File: src/rtl/fetch_unit.sv
// Instruction fetch stage: drives the instruction memory request, holds a
// one-entry skid buffer while decode stalls, and loads the IF/ID register.
module fetch_unit #(
    parameter logic [31:0] RESET_PC  = 32'h0000_0000,
    parameter logic [31:0] NOP_INSTR = 32'h0000_0013
) (
    input  logic        clk,
    input  logic        rst,
    output logic        imem_req,
    output logic [31:0] imem_addr,
    input  logic        imem_ready,
    input  logic [31:0] imem_rdata,
    input  logic        stall,
    input  logic        redirect,
    input  logic [31:0] redirect_pc,
    output logic        id_valid,
    output logic [31:0] id_instr,
    output logic [31:0] id_pc,
    output logic [1:0]  id_imm_sel
);

    typedef enum logic {FETCH, HOLD} state_t;

    state_t      state;
    logic [31:0] pc;
    logic [31:0] skid_instr;
    logic [31:0] skid_pc;

    function automatic logic [1:0] imm_sel_of(input logic [31:0] instr);
        logic [1:0] sel;
        sel = 2'b00;
        case (instr[6:0])
            7'b0100011: sel = 2'b01;
            7'b1100011: sel = 2'b10;
            7'b1101111: sel = 2'b11;
            default:    sel = 2'b00;
        endcase
        return sel;
    endfunction

    // Request is gated by rst so it drops the moment reset asserts.
    assign imem_req  = (state == FETCH) && !rst;
    assign imem_addr = pc;

    always_ff @(posedge clk or posedge rst) begin
        if (rst) begin
            state      <= FETCH;
            pc         <= RESET_PC;
            skid_instr <= 32'h0;
            skid_pc    <= 32'h0;
            id_valid   <= 1'b0;
            id_instr   <= NOP_INSTR;
            id_pc      <= 32'h0;
            id_imm_sel <= 2'b00;
        end else if (redirect) begin
            state      <= FETCH;
            pc         <= {redirect_pc[31:2], 2'b00};
            skid_instr <= 32'h0;
            skid_pc    <= 32'h0;
            id_valid   <= 1'b0;
            id_instr   <= NOP_INSTR;
            id_imm_sel <= 2'b00;
        end else begin
            case (state)
                FETCH: begin
                    if (imem_ready && !stall) begin
                        id_valid   <= 1'b1;
                        id_instr   <= imem_rdata;
                        id_pc      <= pc;
                        id_imm_sel <= imm_sel_of(imem_rdata);
                        pc         <= pc + 32'd4;
                    end else if (imem_ready && stall) begin
                        skid_instr <= imem_rdata;
                        skid_pc    <= pc;
                        state      <= HOLD;
                    end else if (!imem_ready && !stall) begin
                        id_valid   <= 1'b0;
                        id_instr   <= NOP_INSTR;
                        id_imm_sel <= 2'b00;
                    end
                end
                HOLD: begin
                    if (!stall) begin
                        id_valid   <= 1'b1;
                        id_instr   <= skid_instr;
                        id_pc      <= skid_pc;
                        id_imm_sel <= imm_sel_of(skid_instr);
                        pc         <= pc + 32'd4;
                        state      <= FETCH;
                    end
                end
                default: state <= FETCH;
            endcase
        end
    end

endmodule

File: config.mk
export PLATFORM = sky130hd
export DESIGN_NAME = fetch_unit
export DESIGN_NICKNAME = d
export VERILOG_FILES = /design/src/rtl/fetch_unit.sv
export SDC_FILE = /design/constraint.sdc
export NUM_CORES = 1
export LEC_CHECK = 0
export BUFFER_PORTS_ARGS = -buffer_cell sky130_fd_sc_hd__buf_2
export CAP_MARGIN = 25
export CORE_MARGIN = 2
export CORE_UTILIZATION = 48
export DETAILED_ROUTE_END_ITERATION = 8
export PLACE_DENSITY = 0.79
export RECOVER_POWER = 50
export SYNTH_ARGS = -nofsm -noshare
export SYNTH_HDL_FRONTEND = slang
export SYNTH_SLANG_ARGS = --single-unit
export TNS_END_PERCENT = 100
File: constraint.sdc
create_clock -name clk -period 5.15 [get_ports clk]
set_clock_uncertainty 0.1 [all_clocks]
set_input_delay 1.03 -clock clk [delete_from_list [all_inputs] [get_ports clk]]
set_output_delay 1.03 -clock clk [all_outputs]
set_load 0.01 [all_outputs]
== After elaboration in Yosys (flattened, before gate mapping) ==
Cells that the tools add are included.

* Add/subtract/negate cells: 1
* Equality and inequality tests: 14
* Mux-type cells: 40
* Bitwise logic cells: 2
* Reduce and logical (&&, ||, !) cells: 12

{| class="wikitable"
|+ Operator list
! cell !! count
|-
| $mux 32 || 18
|-
| $pmux 32 s2 || 3
|-
| $add 32x3->32 const B || 1
|-
| $eq 7x7->1 const B || 4
|-
| $eq 7x6->1 const B || 2
|-
| $pmux 2 s3 || 2
|-
| $mux 2 || 5
|-
| $mux 1 || 9
|-
| $reduce_and 3->1 || 3
|-
| $ne 2x2->1 const B || 3
|-
| $logic_and 1x1->1 || 4
|-
| $ne 4x2->1 const B || 1
|-
| $ne 4x4->1 const B || 1
|-
| $pmux 1 s2 || 2
|-
| $pmux 2 s2 || 1
|-
| $logic_not 1->1 || 3
|-
| $ne 3x2->1 const B || 1
|-
| $ne 3x3->1 const B || 1
|-
| $ne 2x1->1 const B || 1
|-
| $not 1->1 || 2
|-
| $reduce_and 2->1 || 1
|-
| $reduce_bool 2->1 || 1
|}

* Bits in registers: 164
* Input port bits: 69
* Output and inout port bits: 100
* Word-level logic and storage cells: 77

== Depth between registers and ports, before layout ==
Gate-level depths: netlist of run 1.

* Depth after elaboration: 7
* Depth in mapped cells: 8
* Mapped depth without buffers: 5

== Least setup slack after synthesis of run 1 ==
OpenSTA, ideal clock, no wires.

* Kind: input to register
* Start point: in stall
* End point: reg pc[23] (netlist: imem_addr[23])
* Setup time: 125 ps
* Arrival time: 2239 ps
* Data required time: 4925 ps
* Slack: 2686 ps
* Cell stages on the path: 7
* Path buffers: 2
* Path through: o21ba_2 > buf_2 > and4_1 > buf_4 > nand4_1 > xnor2_1 > mux2_2

* Longest elaborated chain between the ends: 4
* Elaborated cells on any way between the ends: 5
* Classes of those cells: eq/ne: 2; reduce/logical: 3

{| class="wikitable"
|+ Ends and longest elaborated chain
! item !! RTL line !! RTL
|-
| from (decl) || 13 || <nowiki>input logic stall,</nowiki>
|-
| $logic_not 1->1 || -- ||
|-
| $logic_and 1x1->1 || 66 || <nowiki>if (imem_ready && !stall) begin</nowiki>
|-
| $ne 3x2->1 (no line) || -- ||
|-
| $reduce_and 2->1 (no line) * || -- ||
|-
| to (signal assigned) || 57 || <nowiki>pc <= {redirect_pc[31:2], 2'b00};</nowiki>
|-
| to (signal assigned) || 71 || <nowiki>pc <= pc + 32'd4;</nowiki>
|-
| to (signal assigned) || 88 || <nowiki>pc <= pc + 32'd4;</nowiki>
|-
| to (decl) || 25 || <nowiki>logic [31:0] pc;</nowiki>
|}

Mark *: on every way between the ends. The rest lies on a longest branch, timed or not.
A chain may end at the register's enable or synchronous reset.

== Worst setup path in the final report of run 1 ==
* Start point: in redirect
* End point: reg skid_instr[26]

* Longest elaborated chain between the ends: 2
* Elaborated cells on any way between the ends: 5
* Classes of those cells: eq/ne: 2; mux: 1; reduce/logical: 2

{| class="wikitable"
|+ Ends and longest elaborated chain
! item !! RTL line !! RTL
|-
| from (decl) || 14 || <nowiki>input logic redirect,</nowiki>
|-
| $ne 2x2->1 (no line) or $reduce_bool 2->1 (tied branches) || -- ||
|-
| $reduce_and 3->1 (no line) || -- ||
|-
| to (signal assigned) || 73 || <nowiki>skid_instr <= imem_rdata;</nowiki>
|-
| to (decl) || 26 || <nowiki>logic [31:0] skid_instr;</nowiki>
|}

Parallel ways exist; a longest one is shown, timed or not.

==> results of run 1 <==
==> routing by layer <==
metal,track usage (%),vias to the layer above
met1,32.5,2831
met2,34.3,210
li1,-,2684
met4,6.34,0
met3,6.93,22
met5,0,-
==> worst paths after layout <==
path / from / end / slack, ps / cells after the start
max: redirect / skid_instr[26]$_DFFE_PP0P_ / 1380 / 6
min: id_pc[21]$_DFFE_PP0P_ / id_pc[21]$_DFFE_PP0P_ / 380 / 2
max reg2reg: state$_DFF_PP0_ / imem_addr[27]$_DFFE_PP0P_ / 2040 / 5
min reg2reg: id_pc[21]$_DFFE_PP0P_ / id_pc[21]$_DFFE_PP0P_ / 380 / 2
max in group asynchronous: rst / skid_pc[24]$_DFFE_PP0P_ / 1820 / 4
min in group asynchronous: rst / skid_instr[26]$_DFFE_PP0P_ / 740 / 3
==> synth_stat cells (4+ instances only) <==
library cell  count
a21oi_1          19
a221oi_1         29
a22o_1           49
and2_1            7
and3_1            6
and4_1            7
buf_2             7
buf_4             4
clkbuf_1         40
dfrtp_1         157
mux2i_1          32
nand2_1          94
nand3_1           9
nand4_1          10
nor2_1           74
nor3_1            7
nor4_1            4
o21ai_0          54
o21ai_1           4
xnor2_1          14
xor2_1           13
==> power groups by stage <==
stage	sequential (uW)	combinational [uW]	clock, uW
after CTS	1470	435	1330
after detailed placement	1490	432	0
after global placement	1490	424	0
final	1470	412	1310
after global routing	1490	462	1390
after floorplan	1520	205	0
==> kinds of logic (layout without fill, tap and decap cells) <==
group / count (synthesis) / after routing / synth area share, %
AOI/OAI and AO/OA: 166 / 166 / 16.4
xor gates and xnor gates: 27 / 27 / 3.35
adders and majority gates: 1 / 1 / 0.177
buffers and inverters: 55 / 208 / 3.37
DFF: 160 / 160 / 56.8
muxes: 35 / 35 / 5.02
other: 1 / 2 / 0.0532
and+or+nand+nor: 231 / 231 / 14.8
==> cell type report <==
type,instances,area (sq um)
fill,1258,5890
sequential,160,4010
multi-input combinational,462,2840
timing repair buffer,177,836
clock buffer,22,474
tap,184,230
clock inverter,6,133
inverter,3,12.5
==> layout by cell type, fill, tap and decap left out, types with 13 or more instances in the layout <==
master     Yosys  layout
dfrtp_1      157     157
o21ai_0       54      54
xor2_1        13      13
clkbuf_16      0      17
a221oi_1      29      29
buf_2          7     104
xnor2_1       14      14
clkbuf_1      40      64
a21oi_1       19      18
mux2i_1       32      32
nand2_1       94      94
a22o_1        49      49
nor2_1        74      71
==> state kept, by name, indices dropped and copies added (netlist names) <==
register and cells:
id_instr 32, skid_instr 32, id_pc 31, skid_pc 31, imem_addr 30, id_imm_sel 2
id_valid 1, state 1
==> worst max-delay path, delay by kind of cell <==
family	cells	cell delay (ps)
and+or+nand+nor	2	650
buffers and inverters	3	2060
AOI/OAI and AO/OA	1	210
==> metrics by stage <==
step | std cells | utilization, % | worst slack (ps) | instance area [sq um]
floorplan | 677 | - | 1990 | 7060
global placement | 986 | 55.6 | 2000 | 8020
detailed placement | 986 | 55.6 | 1980 | 8020
CTS | 1014 | 59.8 | 2160 | 8630
global route | 1014 | 59.2 | 1130 | 8530
finish | 1014 | 59.2 | 1380 | 8530
==> metrics.md, run 1 <==
| Metric | Value |
|---|---|
| Synth area leader | `dfrtp_1` |
| Die Y | `125 microns` |
| # Max-Cap Violations | `2` |
| Avg Cell Area, Syn | `10.4 sq um` |
| Root Driver | `clkbuf_16` |
| Top cell type's share of synthesized area | `55.7%` |
| Worst vdd ir | `0.244 mV` |
| Sequential area share after synthesis | `56.8%` |
| Final setup violating endpoints | `0` |
| Number of H-tree levels | `4` |
| Hold Vio Cnt, Final | `0` |
| Total number of vias | `5,747` |
| HPWL Detailed | `11.3 mm` |
| Max incr delay on CP | `1380 ps` |
| Leakage | `0.00390 uW` |
| Worst EP arrival | `3970 ps` |
| Cell chain of the critical path | `buf_2 > nand2b_1 > clkbuf_1 > nor2_4 > buf_4 > a22o_1` |
| Hold_buf cts | `0` |
| Net load switching power | `824 uW` |
| # clock sinks | `160` |
| Crit path kind | `input port to flop` |
| Crit. End Element | `flop` |
| Setup TNS | `0 ps` |
| Met3 wire len | `1.27 mm` |
| Vias in the first global route | `5,563` |
| Fin crit share | `73.2%` |
| CORE AREA | `14,400 sq um` |
| Die Area | `15,700 sq um` |
| Failing checks | `capacitance limit, slew limit` |
| Ant diodes | `0` |
| Initial antenna violation count | `0` |
| Overall Power | `3200 uW` |
| RePlAce Congestion | `0.789` |
| Global-route wire length before repair | `28.8 mm` |
| Async S/R FF share, synth | `100%` |
| Seq pwr share | `46.0%` |
| Slowest CP cell | `clkbuf_1` |
| Startpoint class of the critical path | `input port` |
| Netlist Area Pre-Place | `7050 sq um` |
| Clk pwr share | `41.1%` |
| DR pass1 iterations | `5` |
| Clock buffer count from CTS | `17` |
| Routed Antenna Nets | `0` |
| Pint | `2370 uW` |
| Post-cts gate resize count | `0` |
| Routed wire length on met2 | `7.96 mm` |
| Clock tree buffer depth | `2` |
| CTS tree | `yes` |
| Area growth, synth to finish | `21.0%` |
| Layout cells sized above 1 | `19.0%` |
| GRT Residual Overflow | `0` |
| Switching share of power | `25.8%` |
| Worst Path Required | `5360 ps` |
| Cells after synthesis | `676` |
| Die X | `125 microns` |
| Combinational share of power | `12.9%` |
| Max_slew headroom | `-48.8%` |
| # IOs | `169` |
| Predominant post-synthesis flop cell | `dfrtp_1` |
| Hold Crit Class | `flop to flop` |
| Post-synth EDFFs | `0` |
| DR DRC count | `0` |
| Ys Warns | `0` |
| Drt total wl | `17.4 mm` |
| Setup bufs post-CTS | `0` |
| Minimum clock period after layout | `3770 ps` |
| Starting density of the core | `48.9%` |
| Pwr dens | `375 nW/um^2` |
| Iter 0 DRT Violations | `416` |
| Unrepaired setup endpoints after global routing | `no` |
| Slew Limit Fails | `84` |
| Reg clk slew, reported paths | `60 ps` |
| Crit-path max FO | `41` |
| Leading post-synthesis cells by cell area | `dfrtp_1 (56%), a22o_1 (6.1%), nand2_1 (5.0%)` |
| Met1 wire length | `7.98 mm` |
| Site row count | `44` |
| Post-synthesis cell type count | `44` |
| F_max | `265 MHz` |
| Drt via density | `5.67` |
| Worst skew pair latency | `430 ps` |
| Wire length per cell | `17.2 microns` |
| Slew @ Worst Pin | `2230 ps` |
| Max Used Layer | `met4` |
| Flops & latches, synth | `160` |
| Hold WS | `378 ps` |
| Largest net degree at the start of global routing | `67` |
| Nets | `891` |
| Status | `complete, but fails checks` |
| Port bufs | `164` |
| Total Routing Usage GR | `22.8%` |
No activity file was read; power rests on OpenSTA's default activity.
==> run 2: changes to the inputs <==
==> constraint.sdc (replaced) <==
create_clock -name clk -period 3.4 [get_ports clk]
set_clock_uncertainty 0.1 [all_clocks]
set_input_delay 0.68 -clock clk [delete_from_list [all_inputs] [get_ports clk]]
set_output_delay 0.68 -clock clk [all_outputs]
set_load 0.01 [all_outputs]
==> metrics.md, run 2 (synthesis results as in run 1) <==
| Metric | Value |
|---|---|
| Hold Crit Class | `input port to flop` |
| Worst EP arrival | `2800 ps` |
| # clock sinks | `160` |
| Fin crit share | `76.2%` |
| Slew Limit Fails | `0` |
| Number of H-tree levels | `4` |
| Setup WS pre-CTS | `753 ps` |
| DR DRC count | `0` |
| Root Driver | `clkbuf_16` |
| Area after DPL | `8040 sq um` |
| Clock tree buffer depth | `2` |
| Unrepaired setup endpoints after global routing | `no` |
| Leakage | `0.00404 uW` |
| CTS tree | `yes` |
| Setup TNS | `0 ps` |
| DR pass1 iterations | `5` |
| Pwr dens | `556 nW/um^2` |
| GRT Residual Overflow | `0` |
| HPWL Detailed | `10.8 mm` |
| Largest net degree at the start of global routing | `161` |
| Hold WS | `365 ps` |
| Worst Slack Setup Final | `808 ps` |
| Starting density of the core | `48.9%` |
| Site row count | `44` |
| # Max-Cap Violations | `0` |
| Die Area | `15,700 sq um` |
| Final instance area | `8580 sq um` |
| RePlAce Congestion | `0.781` |
| Setup bufs post-CTS | `0` |
| Max_slew headroom | `17.9%` |
| Total Routing Usage GR | `22.4%` |
| CORE AREA | `14,400 sq um` |
| Die Y | `125 microns` |
| Crit-path max FO | `68` |
| Worst skew pair latency | `420 ps` |
| Port bufs | `164` |
| Global-route wire length before repair | `28.2 mm` |
| Hold_buf cts | `0` |
| Hold Vio Cnt, Final | `0` |
| Routed Antenna Nets | `0` |
| F_max | `386 MHz` |
| Final setup violating endpoints | `0` |
| Worst vdd ir | `0.338 mV` |
| Minimum clock period after layout | `2590 ps` |
| Nets | `890` |
| Slew @ Worst Pin | `1230 ps` |
| Regs by FF count | `id_instr (32), skid_instr (32)` |
| Crit. End Element | `flop` |
| Startpoint class of the critical path | `input port` |
| Drt total wl | `17.1 mm` |
| Initial antenna violation count | `0` |
| Total number of vias | `5,714` |
| Crit path kind | `input port to flop` |
| Worst Path Required | `3610 ps` |
| Drt via density | `5.64` |
| # IOs | `169` |
| Commonest non-fill, non-tap cell in the layout | `dfrtp_1` |
| Post-cts gate resize count | `0` |
| Reg clk slew, reported paths | `60 ps` |
| Clock buffer count from CTS | `17` |
| Wire length per cell | `16.9 microns` |
| Layout cells sized above 1 | `24.0%` |
| Most frequent cells in the layout | `dfrtp_1 (156), buf_2 (140), nand2_1 (94)` |
| Iter 0 DRT Violations | `385` |
| Overall Power | `4770 uW` |
| Die X | `125 microns` |
| Area growth, synth to finish | `21.7%` |
| Ant diodes | `0` |
| Vias in the first global route | `5,492` |
| Status | `finished, final reports clean` |
## run 2: changes by cell type in the layout (fill, tap and decap cells not counted), sizes merged
cell / before / now
clkbuf: 84 / 49
buf: 115 / 151
clkinv: 1 / 2
bufinv: 4 / 2
## run 2: path summary, 6_finish.rpt
check | from | end | slack (ps) | cells past startpoint
worst max-delay path | redirect | imem_addr[28]$_DFFE_PP0P_ | 810 | 5
worst min-delay path | redirect_pc[13] | imem_addr[13]$_DFFE_PP0P_ | 360 | 3
worst max register to register | state$_DFF_PP0_ | skid_instr[8]$_DFFE_PP0P_ | 940 | 5
worst min register to register | id_pc[5]$_DFFE_PP0P_ | id_pc[5]$_DFFE_PP0P_ | 370 | 2
max in group asynchronous | rst | id_instr[9]$_DFFE_PP0P_ | 2130 | 3
min in group asynchronous | rst | id_pc[24]$_DFFE_PP0P_ | 460 | 3
## run 2: per-layer routing
metal  vias up  routed length (microns)  global-route usage, %  part of all wire, %
met2       206                     7740                   33.2                   45
met1      2812                     7930                   32.7                   46
met4         0                      251                   7.45                  1.5
li1       2674                        -                      -                    -
met3        22                     1220                   5.35                  7.1
met5         -                        0                      0                    0
## run 2: layout make-up
class                           count  area (sq um)
Clock buffer                       24           512
Timing Repair Buffer              176           903
Sequential cell                   160          4010
Fill cell                        1261          5840
Multi-Input combinational cell    462          2840
Inverter                            3          12.5
Tap cell                          184           230
Clock inverter                      5          77.6
## run 2: report_power, final
group	total (uW)	switching (uW)	internal [uW]
sequential	2220	141	2080
combinational	645	383	262
clock	1900	720	1180
total	4770	1240	3530
## run 2: worst max-delay path, cell delays in order
cell and delay [ps]:
clkbuf_1 490, clkbuf_2 1040, nand2b_1 240, a31oi_1 50, a211o_1 270
## run 2: per-stage QoR
stage | util (%) | std cells
3_3_place_gp | 55.7 | 985
3_5_place_dp | 55.7 | 985
6_report | 59.5 | 1014
2_1_floorplan | - | 677
4_1_cts | 59.8 | 1014
5_1_grt | 59.5 | 1014
